### src/rtl/ser_rx_pkg.sv
// Shared types and constants for the serial word receiver.
package ser_rx_pkg;

   localparam int unsigned STATE_W = 2;

   typedef enum logic [STATE_W-1:0] {
      S_IDLE  = 2'd0,
      S_SHIFT = 2'd1,
      S_LOAD  = 2'd2
   } state_t;

   localparam logic DIR_LSB = 1'b0;
   localparam logic DIR_MSB = 1'b1;

endpackage

### src/rtl/ser_shift_core.sv
// Directional shift register: LSB-first shifts right, MSB-first shifts left.
module ser_shift_core
   import ser_rx_pkg::*;
#(
   parameter int unsigned N = 8
) (
   input  logic         clk,
   input  logic         clr,
   input  logic         en,
   input  logic         dir,
   input  logic         din,
   output logic [N-1:0] q
);

   logic [N-1:0] r_q;

   // Clear has priority so a restart and a reset both drop partial bits.
   always_ff @(posedge clk) begin
      if (clr) begin
         r_q <= '0;
      end else if (en) begin
         if (dir == DIR_MSB) r_q <= {r_q[N-2:0], din};
         else                r_q <= {din, r_q[N-1:1]};
      end
   end

   assign q = r_q;

endmodule

### src/rtl/serial_word_receiver.sv
// Serial-in/parallel-out receiver: frames N strobed bits into a held word with
// valid/ack handshake plus sticky overrun and framing-error flags.
module serial_word_receiver
   import ser_rx_pkg::*;
#(
   parameter int unsigned N     = 8,
   parameter int unsigned CNT_W = 3
) (
   input  logic         clk,
   input  logic         reset,
   input  logic         start,
   input  logic         dir,
   input  logic         ser_in,
   input  logic         ser_valid,
   input  logic         word_ack,
   output logic [N-1:0] word_out,
   output logic         word_valid,
   output logic         busy,
   output logic         overrun,
   output logic         frame_err
);

   state_t             r_state, w_state_nxt;
   logic [CNT_W-1:0]   r_count, w_count_nxt;
   logic               r_dir, w_dir_nxt;
   logic [N-1:0]       r_word, w_word_nxt;
   logic               r_valid, w_valid_nxt;
   logic               r_busy, w_busy_nxt;
   logic               r_ovr, w_ovr_nxt;
   logic               r_ferr, w_ferr_nxt;
   logic               w_sh_clr, w_sh_en;
   logic [N-1:0]       w_sreg;

   ser_shift_core #(.N(N)) u_shift (
      .clk (clk),
      .clr (reset | w_sh_clr),
      .en  (w_sh_en),
      .dir (r_dir),
      .din (ser_in),
      .q   (w_sreg)
   );

   always_ff @(posedge clk) begin
      if (reset) begin
         r_state <= S_IDLE;
         r_count <= '0;
         r_dir   <= DIR_LSB;
         r_word  <= '0;
         r_valid <= 1'b0;
         r_busy  <= 1'b0;
         r_ovr   <= 1'b0;
         r_ferr  <= 1'b0;
      end else begin
         r_state <= w_state_nxt;
         r_count <= w_count_nxt;
         r_dir   <= w_dir_nxt;
         r_word  <= w_word_nxt;
         r_valid <= w_valid_nxt;
         r_busy  <= w_busy_nxt;
         r_ovr   <= w_ovr_nxt;
         r_ferr  <= w_ferr_nxt;
      end
   end

   // Next-state and datapath control.
   always_comb begin
      w_state_nxt = r_state;
      w_count_nxt = r_count;
      w_dir_nxt   = r_dir;
      w_word_nxt  = r_word;
      w_valid_nxt = r_valid;
      w_ovr_nxt   = r_ovr;
      w_ferr_nxt  = r_ferr;
      w_sh_clr    = 1'b0;
      w_sh_en     = 1'b0;

      if (word_ack && r_valid) w_valid_nxt = 1'b0;

      case (r_state)
         S_SHIFT: begin
            if (start) begin
               w_sh_clr    = 1'b1;
               w_count_nxt = '0;
               w_dir_nxt   = dir;
               w_ferr_nxt  = 1'b1;
            end else if (ser_valid) begin
               w_sh_en = 1'b1;
               if (r_count == CNT_W'(N - 1)) begin
                  w_count_nxt = '0;
                  w_state_nxt = S_LOAD;
               end else begin
                  w_count_nxt = r_count + CNT_W'(1);
               end
            end
         end
         S_LOAD: begin
            // An ack in this cycle frees the holding register for the new word.
            if (!r_valid || word_ack) begin
               w_word_nxt  = w_sreg;
               w_valid_nxt = 1'b1;
            end else begin
               w_ovr_nxt = 1'b1;
            end
            if (start) w_ferr_nxt = 1'b1;
            w_state_nxt = S_IDLE;
         end
         default: begin
            w_state_nxt = S_IDLE;
            if (start) begin
               w_state_nxt = S_SHIFT;
               w_sh_clr    = 1'b1;
               w_count_nxt = '0;
               w_dir_nxt   = dir;
            end
         end
      endcase

      w_busy_nxt = (w_state_nxt != S_IDLE);
   end

   assign word_out   = r_word;
   assign word_valid = r_valid;
   assign busy       = r_busy;
   assign overrun    = r_ovr;
   assign frame_err  = r_ferr;

endmodule

### config.mk
export PLATFORM = sky130hd
export DESIGN_NAME = serial_word_receiver
export DESIGN_NICKNAME = d
export VERILOG_FILES = /design/src/rtl/ser_rx_pkg.sv /design/src/rtl/ser_shift_core.sv /design/src/rtl/serial_word_receiver.sv
export SDC_FILE = /design/constraint.sdc
export NUM_CORES = 1
export LEC_CHECK = 0
export BUFFER_PORTS_ARGS = -buffer_cell sky130_fd_sc_hd__buf_2
export CORE_MARGIN = 2
export CORE_UTILIZATION = 51
export CTS_BUF_LIST = sky130_fd_sc_hd__clkbuf_4 sky130_fd_sc_hd__clkbuf_8
export DETAILED_ROUTE_END_ITERATION = 16
export GPL_ROUTABILITY_DRIVEN = 0
export PLACE_DENSITY = 0.84
export SETUP_SLACK_MARGIN = 0.4
export SLEW_MARGIN = 10
export SYNTH_ARGS = -nofsm -noshare
export SYNTH_HDL_FRONTEND = slang
export SYNTH_SLANG_ARGS = --single-unit
### constraint.sdc
create_clock -name clk -period 1.3 [get_ports clk]
set_input_delay 0.26 -clock clk [delete_from_list [all_inputs] [get_ports clk]]
set_output_delay 0.26 -clock clk [all_outputs]
set_load 0.005 [all_outputs]
# Word-level counts from Yosys, hierarchy flattened
# Index checks and enable logic that the tools add are counted.
# classes
addsub,1
eq_ne,3
n_mux,19
bitwise,3
n_reduce_logical,12
# op_table
op,count
$mux W3,4
$mux W1,9
$mux W8,1
$reduce_and A2 Y1,4
$mux W2,3
$pmux W3 S2,1
$reduce_bool A2 Y1,3
$pmux W2 S2,1
$add A3 B1 Y3 const B,1
$eq A3 B3 Y1 const B,1
$reduce_and A3 Y1,1
$eq A2 B1 Y1 const B,1
$eq A2 B2 Y1 const B,1
$not A1 Y1,2
$reduce_or A2 Y1,1
$logic_and A1 B1 Y1,1
$logic_not A1 Y1,1
$logic_or A1 B1 Y1,1
$or A1 B1 Y1,1
# word_totals
ff_bits,26
inputBits,7
out_inout_bits,12
wordCells,47

# Depth between registers and ports, before layout
# logic_depth
word_depth,6
ltp_mapped,7

# Cells and area by module
# A second synthesis with hierarchy kept.
# hier_totals
hier_cells,123
hier_area_um2,1134.8
# modules_own_cells
module,n_inst,cells_per_inst,area_per_inst_um2,seq_area_each_um2
serial_word_receiver,1,87,765.7,360.3
ser_shift_core,1,36,369.1,160.2

# Worst setup path before layout
# OpenSTA, ideal clock, no wires.
# synth_path
path_kind,register -> register
start,register r_state[0]
end,register r_count[0]
arrival_time_ps,1262
required_ps,1241
setup_slack_ps,-21
path_stages_with_launch,6
n_path_buf,1
period_less_slack_ps,1321
cell_sequence,dfxtp_1 inv_1 ha_1 clkbuf_1 nor4b_2 a22o_1
# synth_between
elab_chain_len,3
word_cells_on_any_way,6
classes_between,eq/ne (2); mux (1); bitwise (1); reduce/logical (2)
# synth_rtl
item,line,text
from (decl),serial_word_receiver.sv:23,"state_t r_state, w_state_nxt;"
from (signal assigned),serial_word_receiver.sv:54,r_state <= w_state_nxt;
$eq A2 B1 Y1 or $eq A2 B2 Y1 (tied branches),serial_word_receiver.sv:79,case (r_state)
$reduce_bool A2 Y1 (no line) or $not A1 Y1 (tied branches),--,
$reduce_and A3 Y1 (no line),--,
to (signal assigned),serial_word_receiver.sv:55,r_count <= w_count_nxt;
to (decl),serial_word_receiver.sv:24,"logic [CNT_W-1:0] r_count, w_count_nxt;"
# Parallel ways exist; a longest one is shown, timed or not.
# A chain may end at the register's enable or synchronous reset.

# Worst setup path in the final report
# layout_path
start,register r_state[1]
end,"register u_shift.r_q[5], in the netlist u_shift.q[5]"
# layout_between
elab_chain_len,3
word_cells_on_any_way,5
classes_between,eq/ne (2); mux (2); bitwise (1)
# layout_rtl
item,line,text
$eq A2 B2 Y1,serial_word_receiver.sv:79,
$mux W1,--,
$or A1 B1 Y1,serial_word_receiver.sv:36,".clr (reset | w_sh_clr),"
to (signal assigned),ser_shift_core.sv:22,"if (dir == DIR_MSB) r_q <= {r_q[N-2:0], din};"
to (signal assigned),ser_shift_core.sv:23,"else r_q <= {din, r_q[N-1:1]};"
to (decl),ser_shift_core.sv:15,logic [N-1:0] r_q;
# Parallel ways exist; a longest one is shown, timed or not.

==> results.ini <==
[outcome]
status=finished, violations left
violations=setup timing

[min_path]
hold_depth=3
hp-class=input pin to flop
min_to=r_dir
min_from=dir

[detailed_routing]
postRouteAntennaNets=0
drt-initial-drc-count=24
drc=0
drt_pass1_iterations=4
viasPerCell=5.65
detail_route.wl_per_cell_um=16.8
wirelength_um=2950
vias=989

[synth]
synth_cells=117
synth-seq-cells=26
synth_edf_count=0
syn_avg_cell_area_um2=9.68
yosysWarnings=0
synth_top_cell_by_area=dfxtp_1
synth.area.top_cells=dfxtp_1 46%, a211oi_2 8.8%, mux2i_1 8.0%
synthesis.area_um2=1130
yosysTopAreaCellShare=0.460
synthesis.nets=128
ys_seq_area_frac=0.460
synth_ff_type=dfxtp_1
synth_most_common_cell=dfxtp_1
async_flop_share=0
ys_types=23
synthTopCellsByCount=26 x dfxtp_1, 14 x nor2_1, 13 x a21oi_1

[timing]
finalSetupViolCount=4
fmax_mhz=762
rsz0062_at_grt=yes
whs_ps=182
tightest_slew_ps=335
worst_clock_skew_ps=2.84
slew_headroom=0.777
hold_violations=0
slew_viol_final=0
setup_ws_ps=-12.4
period_needed_ps=1310
period_share=1.01

[clock_tree]
cts_tree=done
cts_sinks=26
clk_pin_slew_ps=130
root_buffer=clkbuf_4
cts.hold.buffers_added=0
worst_skew_pair.late_latency_ps=320
numCtsBuffers=3
cts_max_path_buffers=2
htree_levels=1

[critical_path]
r2r_start=r_state[1]
crit_type=flop to flop
startpoint_type=flop
regToRegEndpoint=u_shift.q[5]
regToRegSetupSlack_ps=-10
crit_required_ps=1550
path_delay_family=flip-flops
max_stage_delay_ps=410
crit_fanout=8
cp.arrival_ps=1560
critPathSlowestCell=dfxtp_4
end_kind=flop
crit_chain=inv_2 -> ha_4 -> and3b_2 -> clkbuf_16 -> a211oi_2
path_buf_inv=2
ff2ff_path_depth=5

[global_routing]
antenna_found_initial=0
grt_pass1_vias=963
grt_usage=0.229
grt_max_degree=17
grt_first_pass_wirelength_um=4350
grt_remaining_overflow=0

[power]
leakagePower_uw=0.000610
ir_drop_mv=0.674
power_density_nw_per_um2=809
power.total_uw=1320

[cells_and_area]
final_cell_area_um2=1630
antenna_cells=0
area_growth_syn_to_layout_pct=44.1
drive_gt1_frac=0.633
num-nets-final=160

[die]
initial_utilization=0.527
die_h_um=51.1
core_area_um2=2150
dieArea_um2=2610
dieWidth_um=51.1
rows=17
io_pins=19

[placement]
port_buffers=18
dpl.hpwl_um=1660
placed_area_um2=1350

[job]
maxCapViolCount=0

==> power breakdown <==
| part | internal, uW | total (uW) | switching, uW |
|---|---|---|---|
| Combinational | 80.8 | 168 | 87.3 |
| Clock | 109 | 329 | 220 |
| Sequential | 809 | 822 | 13.3 |
| Total | 999 | 1320 | 321 |
==> stage by stage <==
stage                     TNS (ps)  instances  worst slack [ps]   util
after floorplan                  0        117              84.9      -
after global placement           0        162              21.9  0.627
after detailed placement     -46.9        162             -18.3  0.627
after CTS                        0        172              19.8  0.712
after global routing          -325        175             -63.8  0.759
final                        -17.7        175             -12.4  0.759
==> worst max path at each step <==
stage | end | slack, ps | start | cells after the start
after floorplan | r_count[0] | 80 | r_state[0] | 5
final | u_shift.q[5] | -10 | r_state[1] | 5
after global routing | r_count[1] | -60 | r_state[0] | 6
after global placement | r_count[2] | 20 | r_state[0] | 6
after CTS | u_shift.q[4] | 20 | r_state[1] | 6
after detailed placement | u_shift.q[3] | -20 | r_state[0] | 5
==> placed cells by master, fill, tap and decap left out, types with 2 or more instances in the layout <==
cell | Yosys | final
a22o_1 | 3 | 3
dfxtp_2 | 0 | 14
nor2_4 | 0 | 3
ha_4 | 0 | 4
mux2i_1 | 9 | 9
buf_2 | 3 | 15
dfxtp_1 | 26 | 11
buf_4 | 1 | 12
a21oi_1 | 13 | 11
nand2b_1 | 2 | 2
clkbuf_4 | 0 | 3
o21ai_2 | 0 | 6
o21ai_1 | 0 | 2
inv_2 | 0 | 3
nand3_1 | 8 | 8
nor2_1 | 14 | 5
nor2_2 | 0 | 6
a211oi_2 | 8 | 8
buf_6 | 1 | 6
==> flip-flops by register name (all words and copies together) (netlist names) <==
| name | count |
|---|---|
| busy | 1 |
| frame_err | 1 |
| overrun | 1 |
| r_count | 3 |
| r_dir | 1 |
| r_state | 2 |
| u_shift.q | 8 |
| word_out | 8 |
| word_valid | 1 |
==> worst reg2reg max path, delay by kind of cell (launching register included) <==
kind	cells	cell delay [ps]
adder cells (fa/ha/maj)	1	160
AO/OA/AOI/OAI	1	190
flip-flops	1	410
buffers and inverters	2	230
AND/OR/NAND/NOR	1	260
==> routing by layer <==
layer | GRT usage | routed length, um | vias to the layer above
met5 | 0 | 0 | -
met4 | 0.144 | 104 | 0
met3 | 0.0380 | 126 | 11
met2 | 0.411 | 1520 | 32
met1 | 0.247 | 1190 | 464
li1 | - | - | 482
==> area by class of cell <==
cell class / instances / area [um2]
multi-input combinational: 78 / 733
fill: 140 / 517
inverter: 5 / 21.3
sequential: 26 / 542
clock buffer: 3 / 22.5
timing repair buffer: 35 / 278
tap: 28 / 35.0
==> timing repair <==
action                     in CTS  in global routing
buffers inserted                6                  2
setup endpoints to repair      38                 38
cloned                          1                  1
resized for setup              42                 15
pin swaps                      12                 15
==> cell families after synthesis <==
| kind of cell | share of synthesized area |
|---|---|
| AO/OA/AOI/OAI | 0.225 |
| AND/OR/NAND/NOR | 0.135 |
| flip-flops | 0.460 |
| buffers and inverters | 0.0564 |
| multiplexers | 0.0796 |
| adder cells (fa/ha/maj) | 0.0442 |
(Power assumes the default switching activity.)
